## src/rtl/axi_lite_arbiter_2to1.sv

```systemverilog
// Two-master to one-slave AXI-lite arbiter. The write path (AW/W/B) and the
// read path (AR/R) each run their own round-robin grant. A grant is held from
// address acceptance until the response handshake, and no payload is buffered.
module axi_lite_arbiter_2to1 #(
  parameter int DATA_WD = 8,
  parameter int ADDR_WD = 8
) (
  input  logic               clk,
  input  logic               rst_n,
  // master 0
  input  logic               m0_awvalid,
  output logic               m0_awready,
  input  logic [ADDR_WD-1:0] m0_awaddr,
  input  logic               m0_wvalid,
  output logic               m0_wready,
  input  logic [DATA_WD-1:0] m0_wdata,
  output logic               m0_bvalid,
  output logic [1:0]         m0_brsp,
  input  logic               m0_bready,
  input  logic               m0_arvalid,
  output logic               m0_arready,
  input  logic [ADDR_WD-1:0] m0_araddr,
  output logic               m0_rvalid,
  output logic [DATA_WD-1:0] m0_rdata,
  output logic [1:0]         m0_rrsp,
  input  logic               m0_rready,
  // master 1
  input  logic               m1_awvalid,
  output logic               m1_awready,
  input  logic [ADDR_WD-1:0] m1_awaddr,
  input  logic               m1_wvalid,
  output logic               m1_wready,
  input  logic [DATA_WD-1:0] m1_wdata,
  output logic               m1_bvalid,
  output logic [1:0]         m1_brsp,
  input  logic               m1_bready,
  input  logic               m1_arvalid,
  output logic               m1_arready,
  input  logic [ADDR_WD-1:0] m1_araddr,
  output logic               m1_rvalid,
  output logic [DATA_WD-1:0] m1_rdata,
  output logic [1:0]         m1_rrsp,
  input  logic               m1_rready,
  // slave
  output logic               s_awvalid,
  input  logic               s_awready,
  output logic [ADDR_WD-1:0] s_awaddr,
  output logic               s_wvalid,
  input  logic               s_wready,
  output logic [DATA_WD-1:0] s_wdata,
  input  logic               s_bvalid,
  input  logic [1:0]         s_brsp,
  output logic               s_bready,
  output logic               s_arvalid,
  input  logic               s_arready,
  output logic [ADDR_WD-1:0] s_araddr,
  input  logic               s_rvalid,
  input  logic [DATA_WD-1:0] s_rdata,
  input  logic [1:0]         s_rrsp,
  output logic               s_rready
);

  typedef enum logic [1:0] {W_IDLE, W_ADDR, W_RESP} w_state_t;
  typedef enum logic [1:0] {R_IDLE, R_ADDR, R_DATA} r_state_t;

  w_state_t w_state, w_state_nxt;
  logic     wgnt, wgnt_nxt;
  logic     wptr, wptr_nxt;
  logic     aw_done, aw_done_nxt;
  logic     w_done, w_done_nxt;
  logic     aw_hs, w_hs, aw_rdy, w_rdy;

  r_state_t r_state, r_state_nxt;
  logic     rgnt, rgnt_nxt;
  logic     rptr, rptr_nxt;

  logic     gnt_awvalid, gnt_wvalid, gnt_bready;
  logic     gnt_arvalid, gnt_rready;

  // The granted master's request-side signals; payloads go straight to the
  // slave because they are don't-care whenever the matching valid is low.
  assign gnt_awvalid = wgnt ? m1_awvalid : m0_awvalid;
  assign gnt_wvalid  = wgnt ? m1_wvalid  : m0_wvalid;
  assign gnt_bready  = wgnt ? m1_bready  : m0_bready;
  assign gnt_arvalid = rgnt ? m1_arvalid : m0_arvalid;
  assign gnt_rready  = rgnt ? m1_rready  : m0_rready;

  assign s_awaddr = wgnt ? m1_awaddr : m0_awaddr;
  assign s_wdata  = wgnt ? m1_wdata  : m0_wdata;
  assign s_araddr = rgnt ? m1_araddr : m0_araddr;

  // Response payloads are shared; only the valids pick the receiver.
  assign m0_brsp  = s_brsp;
  assign m1_brsp  = s_brsp;
  assign m0_rdata = s_rdata;
  assign m1_rdata = s_rdata;
  assign m0_rrsp  = s_rrsp;
  assign m1_rrsp  = s_rrsp;

  // Write path state, grant, priority pointer and per-channel done flags.
  always_ff @(posedge clk or negedge rst_n) begin
    if (!rst_n) begin
      w_state <= W_IDLE;
      wgnt    <= 1'b0;
      wptr    <= 1'b0;
      aw_done <= 1'b0;
      w_done  <= 1'b0;
    end else begin
      w_state <= w_state_nxt;
      wgnt    <= wgnt_nxt;
      wptr    <= wptr_nxt;
      aw_done <= aw_done_nxt;
      w_done  <= w_done_nxt;
    end
  end

  // Write path arbitration, AW/W routing with done masking, and B routing.
  always_comb begin
    w_state_nxt = w_state;
    wgnt_nxt    = wgnt;
    wptr_nxt    = wptr;
    aw_done_nxt = aw_done;
    w_done_nxt  = w_done;
    aw_hs       = 1'b0;
    w_hs        = 1'b0;
    aw_rdy      = 1'b0;
    w_rdy       = 1'b0;
    s_awvalid   = 1'b0;
    s_wvalid    = 1'b0;
    s_bready    = 1'b0;
    m0_awready  = 1'b0;
    m1_awready  = 1'b0;
    m0_wready   = 1'b0;
    m1_wready   = 1'b0;
    m0_bvalid   = 1'b0;
    m1_bvalid   = 1'b0;
    case (w_state)
      W_IDLE: begin
        if (m0_awvalid || m1_awvalid) begin
          w_state_nxt = W_ADDR;
          if (m0_awvalid && m1_awvalid) wgnt_nxt = wptr;
          else                          wgnt_nxt = m1_awvalid;
        end
      end
      W_ADDR: begin
        s_awvalid  = gnt_awvalid & ~aw_done;
        s_wvalid   = gnt_wvalid & ~w_done;
        aw_rdy     = s_awready & ~aw_done;
        w_rdy      = s_wready & ~w_done;
        m0_awready = ~wgnt & aw_rdy;
        m1_awready = wgnt & aw_rdy;
        m0_wready  = ~wgnt & w_rdy;
        m1_wready  = wgnt & w_rdy;
        aw_hs      = s_awvalid & s_awready;
        w_hs       = s_wvalid & s_wready;
        if (aw_hs) aw_done_nxt = 1'b1;
        if (w_hs)  w_done_nxt  = 1'b1;
        if ((aw_done || aw_hs) && (w_done || w_hs)) w_state_nxt = W_RESP;
      end
      W_RESP: begin
        s_bready  = gnt_bready;
        m0_bvalid = ~wgnt & s_bvalid;
        m1_bvalid = wgnt & s_bvalid;
        if (s_bvalid && gnt_bready) begin
          w_state_nxt = W_IDLE;
          wptr_nxt    = ~wgnt;
          aw_done_nxt = 1'b0;
          w_done_nxt  = 1'b0;
        end
      end
      default: w_state_nxt = W_IDLE;
    endcase
  end

  // Read path state, grant and priority pointer.
  always_ff @(posedge clk or negedge rst_n) begin
    if (!rst_n) begin
      r_state <= R_IDLE;
      rgnt    <= 1'b0;
      rptr    <= 1'b0;
    end else begin
      r_state <= r_state_nxt;
      rgnt    <= rgnt_nxt;
      rptr    <= rptr_nxt;
    end
  end

  // Read path arbitration, AR routing and R routing.
  always_comb begin
    r_state_nxt = r_state;
    rgnt_nxt    = rgnt;
    rptr_nxt    = rptr;
    s_arvalid   = 1'b0;
    s_rready    = 1'b0;
    m0_arready  = 1'b0;
    m1_arready  = 1'b0;
    m0_rvalid   = 1'b0;
    m1_rvalid   = 1'b0;
    case (r_state)
      R_IDLE: begin
        if (m0_arvalid || m1_arvalid) begin
          r_state_nxt = R_ADDR;
          if (m0_arvalid && m1_arvalid) rgnt_nxt = rptr;
          else                          rgnt_nxt = m1_arvalid;
        end
      end
      R_ADDR: begin
        s_arvalid  = gnt_arvalid;
        m0_arready = ~rgnt & s_arready;
        m1_arready = rgnt & s_arready;
        if (gnt_arvalid && s_arready) r_state_nxt = R_DATA;
      end
      R_DATA: begin
        s_rready  = gnt_rready;
        m0_rvalid = ~rgnt & s_rvalid;
        m1_rvalid = rgnt & s_rvalid;
        if (s_rvalid && gnt_rready) begin
          r_state_nxt = R_IDLE;
          rptr_nxt    = ~rgnt;
        end
      end
      default: r_state_nxt = R_IDLE;
    endcase
  end

endmodule

```

## config.mk

```make
export PLATFORM = sky130hd
export DESIGN_NAME = axi_lite_arbiter_2to1
export DESIGN_NICKNAME = d
export VERILOG_FILES = /design/src/rtl/axi_lite_arbiter_2to1.sv
export SDC_FILE = /design/constraint.sdc
export NUM_CORES = 1
export LEC_CHECK = 0
export CORE_ASPECT_RATIO = 0.7
export CORE_UTILIZATION = 28
export CTS_BUF_LIST = sky130_fd_sc_hd__clkbuf_16
export DETAILED_ROUTE_END_ITERATION = 8
export PLACE_DENSITY = 0.95
export RECOVER_POWER = 25
export SYNTH_ARGS = -nofsm -noshare
export SYNTH_HDL_FRONTEND = slang
export SYNTH_SLANG_ARGS = --single-unit
```

## constraint.sdc

```tcl
create_clock -name clk -period 2.23 [get_ports clk]
set_input_delay 0.223 -clock clk [delete_from_list [all_inputs] [get_ports clk]]
set_output_delay 0.223 -clock clk [all_outputs]
set_load 0.05 [all_outputs]
```

## Word-level counts from Yosys, hierarchy flattened

Cells that the tools add are included.

- Flip-flop bits (word level): 10
- Bits in latches: 0
- RAM bits: 0
- ROM bits: 0
- Input bits: 77
- Output and inout bits: 63
- Word-level logic and storage cells: 99
- Memories kept: 0

- Add/subtract/negate cells: 0
- $mul: 0
- Div/mod/pow operators: 0
- $lt $le $gt $ge: 0
- Equal/unequal tests: 12
- Shifts and indexed selects: 0
- Multiplexer cells: 38
- Bitwise logic cells: 20
- Reductions and logical operators: 21

Operators with widths:

| operator | number |
|---|---|
| 1-bit two-way mux | 25 |
| 8-bit two-way mux | 3 |
| 1-bit AND | 16 |
| 2-bit inequality test (second input constant) | 8 |
| 2-bit two-way mux | 6 |
| 2-bit one-hot mux with 3 select lines | 2 |
| 3-bit AND reduction | 4 |
| 2-bit AND reduction | 4 |
| 1-bit logical AND | 6 |
| 2-bit by 1-bit equality test with 1-bit output (second input constant) | 2 |
| 2-bit equality test (second input constant) | 2 |
| 2-bit zero test | 2 |
| 1-bit logical OR | 4 |
| 1-bit NOT | 4 |
| 1-bit one-hot mux with 2 select lines | 2 |
| 2-bit nonzero test | 1 |

## Longest topological paths before layout

Gate-level depths: netlist of run 1.

- Depth after elaboration: 7
- Depth in mapped cells: 5
- Gate-level depth less buffers: 3

## Worst setup path before layout of run 1

Ideal clock, no wire load.

- Path kind: flip-flop to output port
- From: register rgnt
- To: output port m1_rvalid
- Arrival time: 1497 ps
- Required time: 2007 ps
- Slack: 510 ps
- Stages on the path, launching flop included: 5
- Buffers on the path: 2
- Path through: dfrtp_1 -> clkbuf_1 -> buf_2 -> inv_1 -> nor2_1

- Longest elaborated chain between the ends: 2

RTL lines:

| item | RTL line | RTL |
|---|---|---|
| start, declared | 74 | `logic rgnt, rgnt_nxt;` |
| start signal, assigned | 183 | `rgnt <= rgnt_nxt;` |
| 1-bit AND | 216 | `m1_rvalid = rgnt & s_rvalid;` |
| 1-bit two-way mux | 199 | `case (r_state)` |
| end, declared | 40 | `output logic m1_rvalid,` |

No other way between the ends.

## Worst setup path in the final report of run 1

- From: register rgnt
- To: output port s_araddr[6]

- Longest elaborated chain between the ends: 1

RTL lines:

| item | RTL line | RTL |
|---|---|---|
| 8-bit two-way mux | 90 | `assign s_araddr = rgnt ? m1_araddr : m0_araddr;` |
| end, declared | 56 | `output logic [ADDR_WD-1:0] s_araddr,` |

No other way between the ends.

==> flow_metrics.py, run 1 <==
metrics = {
    "timing": {
        "hold_viol_final": 0,
        "drv_slew": 0,
        "fin_crit_sh": 0.9384,
        "setup_viol": 0,
        "tns_ns": 0,
        "relSlewSlack": 0.6552,
        "rsz0062_at_grt": "false",
        "worst_slew_pin_slew_ns": 0.5156,
        "timing.fmax_mhz": 477.9,
        "period_minus_slack_ns": 2.093,
        "finClkSkew_ns": 0.002163,
        "setup_ws_ns": 0.1374,
    },
    "setup_path": {
        "worstPathRequired_ns": 2.01,
        "cp_cell_sequence": "mux2_2 -> clkdlybuf4s50_1",
        "worst-path-stages": 2,
        "r2r_cells": 4,
        "crit_family": "buffers and inverters",
        "arrival_ns": 1.87,
        "worst_setup_path_start_kind": "flip-flop",
        "end_kind": "output port",
        "max_stage_delay_ns": 0.71,
        "crit_type": "flip-flop to output port",
        "path_max_fanout": 15,
        "slowest_stage": "clkdlybuf4s50_1",
        "path_buf_inv": 1,
    },
    "finish": {
        "multi_input_area_um2": 641.9,
        "antenna_cells": 0,
        "fillCellCount": 336,
        "layout-drive-gt1-share": 0.3029,
        "area_growth_pct": 87.53,
        "seq_area_um2": 251.5,
        "nets": 287,
    },
    "pwr": {
        "p_per_area_nw_per_um2": 1195,
        "internal-power_w": 0.001244,
        "power.share.clock": 0.122,
        "leakage_nw": 0.8794,
        "switching_share": 0.5014,
        "vdd_ir_drop_max_v": 0.0004914,
        "p_sw_w": 0.001251,
        "seqPwrFrac": 0.159,
        "combPwrFrac": 0.720,
    },
    "floorplanning": {
        "die_area_um2": 4237,
        "io_pins": 140,
        "fp.dieH_um": 54.77,
        "start_util": 0.3033,
        "die_x_um": 77.38,
        "rows": 18,
        "core-area_um2": 3671,
    },
    "clock_network": {
        "cts_buffers": 3,
        "post_cts_buffers": 0,
        "path_clk_slew_ns": 0.04,
        "clock_tree.buffer_depth": 2,
        "root_buffer": "clkbuf_16",
        "cts.htree.levels": 1,
        "cts.hold.buffers_added": 0,
        "clock_sinks": 10,
        "clk_latency_ns": 0.23,
        "cts_tree": "done",
        "cts_resized": 1,
    },
    "routing": {
        "first_pass_iters": 7,
        "wl_um": 3376,
        "vias": 1219,
        "wl_per_cell_um": 13.09,
        "ant_nets": 0,
        "drtIter0Drc": 40,
        "drc": 0,
        "vias_per_cell": 4.725,
    },
    "synth": {
        "ys_ff_latch": 10,
        "netlist_area_um2": 1114,
        "netlist.area_leader.share": 0.2427,
        "syn_avg_cell_area_um2": 8.632,
        "syn_inst": 129,
        "yosysWarnings": 0,
        "synth_top_area_cell": "mux2_2",
        "yosys_most_used_dff": "dfrtp_1",
        "seq_area_frac_synth": 0.2247,
        "synthTopCellsByArea": "mux2_2, dfrtp_1, buf_4, nor2_1, nor2b_1",
        "synth_cell_types": 26,
        "ys_top_cells_by_count": "buf_4, mux2_2, nor2_1",
        "async_flop_share": 1.000,
        "synth_nets": 206,
        "synth-edff-count": 0,
    },
    "global_route": {
        "grt-ovfl-total": 0,
        "antenna_found_initial": 0,
        "grt_pass1_vias": 1126,
        "grt_pass1_wl_um": 5285,
        "grt_start_max_net_pins": 16,
        "grt_use_total": 0.1642,
    },
    "run_status": {
        "status": "finished, final reports clean",
    },
    "place": {
        "finalWeightedCongestion": 0.7910,
        "numPortBuffers": 103,
        "dp_slack_ns": 0.2125,
        "hpwl_um": 2940,
    },
    "job": {
        "max_cap_viol_count": 0,
    },
    "hold_path": {
        "hold_class": "input port to async pin",
    },
}
final cells by class:
cell class / instances / share of cell area
Clock buffer: 3 / 0.03595
Inverter: 3 / 0.005392
Multi-Input combinational cell: 87 / 0.3074
Sequential cell: 10 / 0.1204
Tap cell: 50 / 0.02996
Timing Repair Buffer: 105 / 0.5009
layout by cell type, fill, tap and decap left out:
cell,netlist,routed
a21oi_1,2,2
buf_4,24,26
mux2_2,24,24
clkdlybuf4s50_1,0,73
mux2i_1,3,3
o2bb2ai_1,1,1
and3_1,2,2
nand2b_1,2,2
clkbuf_16,0,3
inv_1,3,3
nor2_1,18,18
dfrtp_2,0,1
o21ai_0,2,2
a311oi_2,1,1
buf_12,0,6
mux2_4,2,2
nand2_1,8,8
o21ai_1,1,1
nor3_1,2,2
o31ai_1,1,1
a31oi_1,5,5
a32o_1,1,1
a21o_1,2,2
nor2b_1,7,7
a211oi_1,1,1
dfrtp_1,10,9
nand3b_1,2,2
power groups by stage:
stage | combinational [W] | sequential, W | clock, W
finish | 0.00180 | 0.000396 | 0.000304
global route | 0.00190 | 0.000420 | 0.000326
CTS | 0.00181 | 0.000395 | 0.000312
global placement | 0.00177 | 0.000392 | 0
floorplan | 0.00141 | 0.000330 | 0
detailed placement | 0.00181 | 0.000395 | 0
metrics by stage:
| step | hold slack, ns | power (W) | cell area, µm² | util | std cells |
|---|---|---|---|---|---|
| finish | 0.3059 | 0.002495 | 2088 | 0.5688 | 258 |
| global placement | 0.4465 | 0.002165 | 2012 | 0.5481 | 255 |
| global route | 0.3435 | 0.002647 | 2088 | 0.5688 | 258 |
| detailed placement | 0.4465 | 0.002201 | 2012 | 0.5481 | 255 |
| floorplan | -0.07259 | 0.001736 | 1114 | - | 129 |
| CTS | 0.3231 | 0.002517 | 2088 | 0.5688 | 258 |
state kept, by name, indices dropped and copies added, names as in the netlist:
register	count
wptr	1
aw_done	1
w_done	1
r_state	2
rptr	1
wgnt	1
rgnt	1
w_state	2
path summary, 6_finish.rpt:
check,from,endpoint,slack (ns)
max in group asynchronous,rst_n,rgnt$_DFFE_PN0P_,1.60
hold reg to reg,r_state[1]$_DFFE_PN0P_,r_state[0]$_DFFE_PN0P_,0.52
setup / recovery,rgnt$_DFFE_PN0P_,s_araddr[6],0.14
hold / removal,rst_n,wgnt$_DFFE_PN0P_,0.31
min in group clk,s_rrsp[1],m0_rrsp[1],0.45
setup reg to reg,wgnt$_DFFE_PN0P_,w_state[1]$_DFFE_PN0P_,0.76
per-layer routing:
layer / wire length, µm / part of all wire / up-vias / global-route usage
met3: 304 / 0.090 / 7 / 0.06167
met5: 0 / 0 / - / 0
li1: - / - / 582 / -
met4: 51 / 0.015 / 0 / 0.05346
met2: 1750 / 0.52 / 68 / 0.3186
met1: 1269 / 0.38 / 562 / 0.1695
kinds of logic (layout without fill, tap and decap cells):
| kind of cell | Yosys count | after routing | share of synthesized area |
|---|---|---|---|
| mux | 29 | 29 | 0.2966 |
| flops | 10 | 10 | 0.2247 |
| compound gates | 17 | 17 | 0.1079 |
| simple gates | 41 | 41 | 0.1719 |
| buf+inv | 32 | 111 | 0.1989 |
Note: power is estimated with default switching activity, not from simulation.
==> run 2, diff against run 1 <==
--- a/config.mk
+++ b/config.mk
@@ -8,6 +8,7 @@
 export CORE_ASPECT_RATIO = 0.7
 export CORE_UTILIZATION = 28
 export CTS_BUF_LIST = sky130_fd_sc_hd__clkbuf_16
+export CTS_CLUSTER_DIAMETER = 120
 export DETAILED_ROUTE_END_ITERATION = 8
 export PLACE_DENSITY = 0.95
 export RECOVER_POWER = 25
==> constraint.sdc (replaced) <==
create_clock -name clk -period 2.23 [get_ports clk]
set_input_delay 0.223 -clock clk [delete_from_list [all_inputs] [get_ports clk]]
set_output_delay 0.223 -clock clk [all_outputs]
set_load 0.1 [all_outputs]
==> flow_metrics.py, run 2 (synthesis gave the netlist of run 1 again) <==
metrics = {
    "run_status": {
        "status": "finished, final reports clean",
    },
    "routing": {
        "vias_per_cell": 4.736,
        "drc": 0,
        "first_pass_iters": 3,
        "ant_nets": 0,
        "wl_um": 3986,
        "vias": 1222,
        "wl_per_cell_um": 15.45,
        "drtIter0Drc": 39,
    },
    "floorplanning": {
        "die_area_um2": 4237,
        "io_pins": 140,
        "core-area_um2": 3671,
        "start_util": 0.3033,
        "fp.dieH_um": 54.77,
        "die_x_um": 77.38,
        "rows": 18,
    },
    "pwr": {
        "internal-power_w": 0.001594,
        "seqPwrFrac": 0.119,
        "power.share.clock": 0.083,
        "combPwrFrac": 0.798,
        "finalPower_w": 0.003671,
        "p_per_area_nw_per_um2": 1506,
        "p_sw_w": 0.002077,
        "switching_share": 0.5658,
        "vdd_ir_drop_max_v": 0.0007453,
        "leakage_nw": 1.008,
    },
    "finish": {
        "area_growth_pct": 118.9,
        "nets": 287,
        "final_common_cell": "clkdlybuf4s50_1",
        "layout-drive-gt1-share": 0.3606,
        "final_cell_mix": "clkdlybuf4s50_1, buf_12, mux2_2, nor2_1, dfrtp_1",
        "fin_area_um2": 2437,
        "largestRegisters": "r_state (2), w_state (2)",
        "antenna_cells": 0,
    },
    "setup_path": {
        "end_kind": "output port",
        "slowest_stage": "dfrtp_1",
        "worstReg2RegEnd": "w_state[1]$_DFFE_PN0P_",
        "arrival_ns": 1.69,
        "reg2reg_slack_ns": 0.63,
        "worstPathRequired_ns": 2.01,
        "cp_cell_sequence": "mux2i_1 -> nor2_1 -> buf_12",
        "crit_type": "flip-flop to output port",
        "path_max_fanout": 15,
        "r2r_cells": 3,
        "max_stage_delay_ns": 0.70,
        "r2r_start": "wgnt$_DFFE_PN0P_",
        "worst_setup_path_start_kind": "flip-flop",
    },
    "job": {
        "max_cap_viol_count": 0,
    },
    "timing": {
        "setup_viol": 0,
        "relSlewSlack": 0.6155,
        "worst_slew_pin_slew_ns": 0.5768,
        "tns_ns": 0,
        "finClkSkew_ns": 0.004605,
        "rsz0062_at_grt": "false",
        "period_minus_slack_ns": 1.917,
        "fin_crit_sh": 0.8597,
        "drv_slew": 0,
        "timing.fmax_mhz": 521.6,
        "hold_viol_final": 0,
    },
    "global_route": {
        "grt_start_max_net_pins": 16,
        "antenna_found_initial": 0,
        "grt_use_total": 0.1833,
        "grt-ovfl-total": 0,
        "grt_pass1_vias": 1157,
        "grt_pass1_wl_um": 5789,
    },
    "place": {
        "placed_cell_area_um2": 2362,
        "numPortBuffers": 103,
        "hpwl_um": 3451,
        "finalWeightedCongestion": 0.8076,
    },
    "clock_network": {
        "post_cts_buffers": 0,
        "root_buffer": "clkbuf_16",
        "cts_resized": 0,
        "clock_tree.buffer_depth": 2,
        "path_clk_slew_ns": 0.04,
        "clk_latency_ns": 0.23,
        "cts_tree": "done",
        "cts.hold.buffers_added": 0,
        "cts_buffers": 3,
        "clock_sinks": 10,
        "cts.htree.levels": 1,
    },
    "hold_path": {
        "hold_class": "input port to async pin",
    },
}
-- run 2: changes by cell type in the layout (fill, tap and decap cells not counted), sizes merged --
cell | previous run | this run
buf | 32 | 41
clkdlybuf4s50 | 73 | 64
-- run 2: power groups by stage --
stage | clock [W] | sequential, W | combinational (W)
global route | 0.000319 | 0.000454 | 0.00302
floorplan | 0 | 0.000333 | 0.00221
global placement | 0 | 0.000427 | 0.00289
CTS | 0.000312 | 0.000434 | 0.00294
detailed placement | 0 | 0.000435 | 0.00293
finish | 0.000305 | 0.000437 | 0.00293
-- run 2: worst max path at each step --
stage	start	end	depth (start not counted)
after CTS	wgnt$_DFFE_PN0P_	s_awaddr[0]	3
after global placement	rgnt$_DFFE_PN0P_	s_rready	3
after detailed placement	wgnt$_DFFE_PN0P_	s_awaddr[0]	3
after floorplan	wgnt$_DFFE_PN0P_	m0_awready	5
final	rgnt$_DFFE_PN0P_	s_rready	3
after global routing	rgnt$_DFFE_PN0P_	s_rready	3
-- run 2: critical path, delay by kind of cell, from the launching register on --
kind / cells / cell delay, ns
flops: 1 / 0.70
simple gates: 1 / 0.14
mux: 1 / 0.43
buf+inv: 1 / 0.19
-- run 2: routing by layer --
metal  vias up  share of wire  global-route usage
met3         6          0.085             0.08333
met1       573           0.37              0.1885
met4         0          0.015             0.05031
met5         -              0                   0
met2        59           0.53              0.3481
li1        584              -                   -
-- run 2: through the flow --
step,setup WS (ns),instances,utilization,hold slack (ns)
after global placement,0.5813,255,0.6435,0.4470
after global routing,0.2178,258,0.6639,0.3448
final,0.3129,258,0.6639,0.3011
after floorplan,-0.02441,129,-,-0.07259
after CTS,0.3059,258,0.6639,0.3139
after detailed placement,0.5564,255,0.6435,0.4470
-- run 2: final cells by class --
cell class,count,area (µm²)
Tap cell,50,62.56
Sequential cell,10,250.2
Inverter,3,11.26
Clock buffer,3,75.07
Fill cell,278,1234
Timing Repair Buffer,105,1386
Multi-Input combinational cell,87,651.9
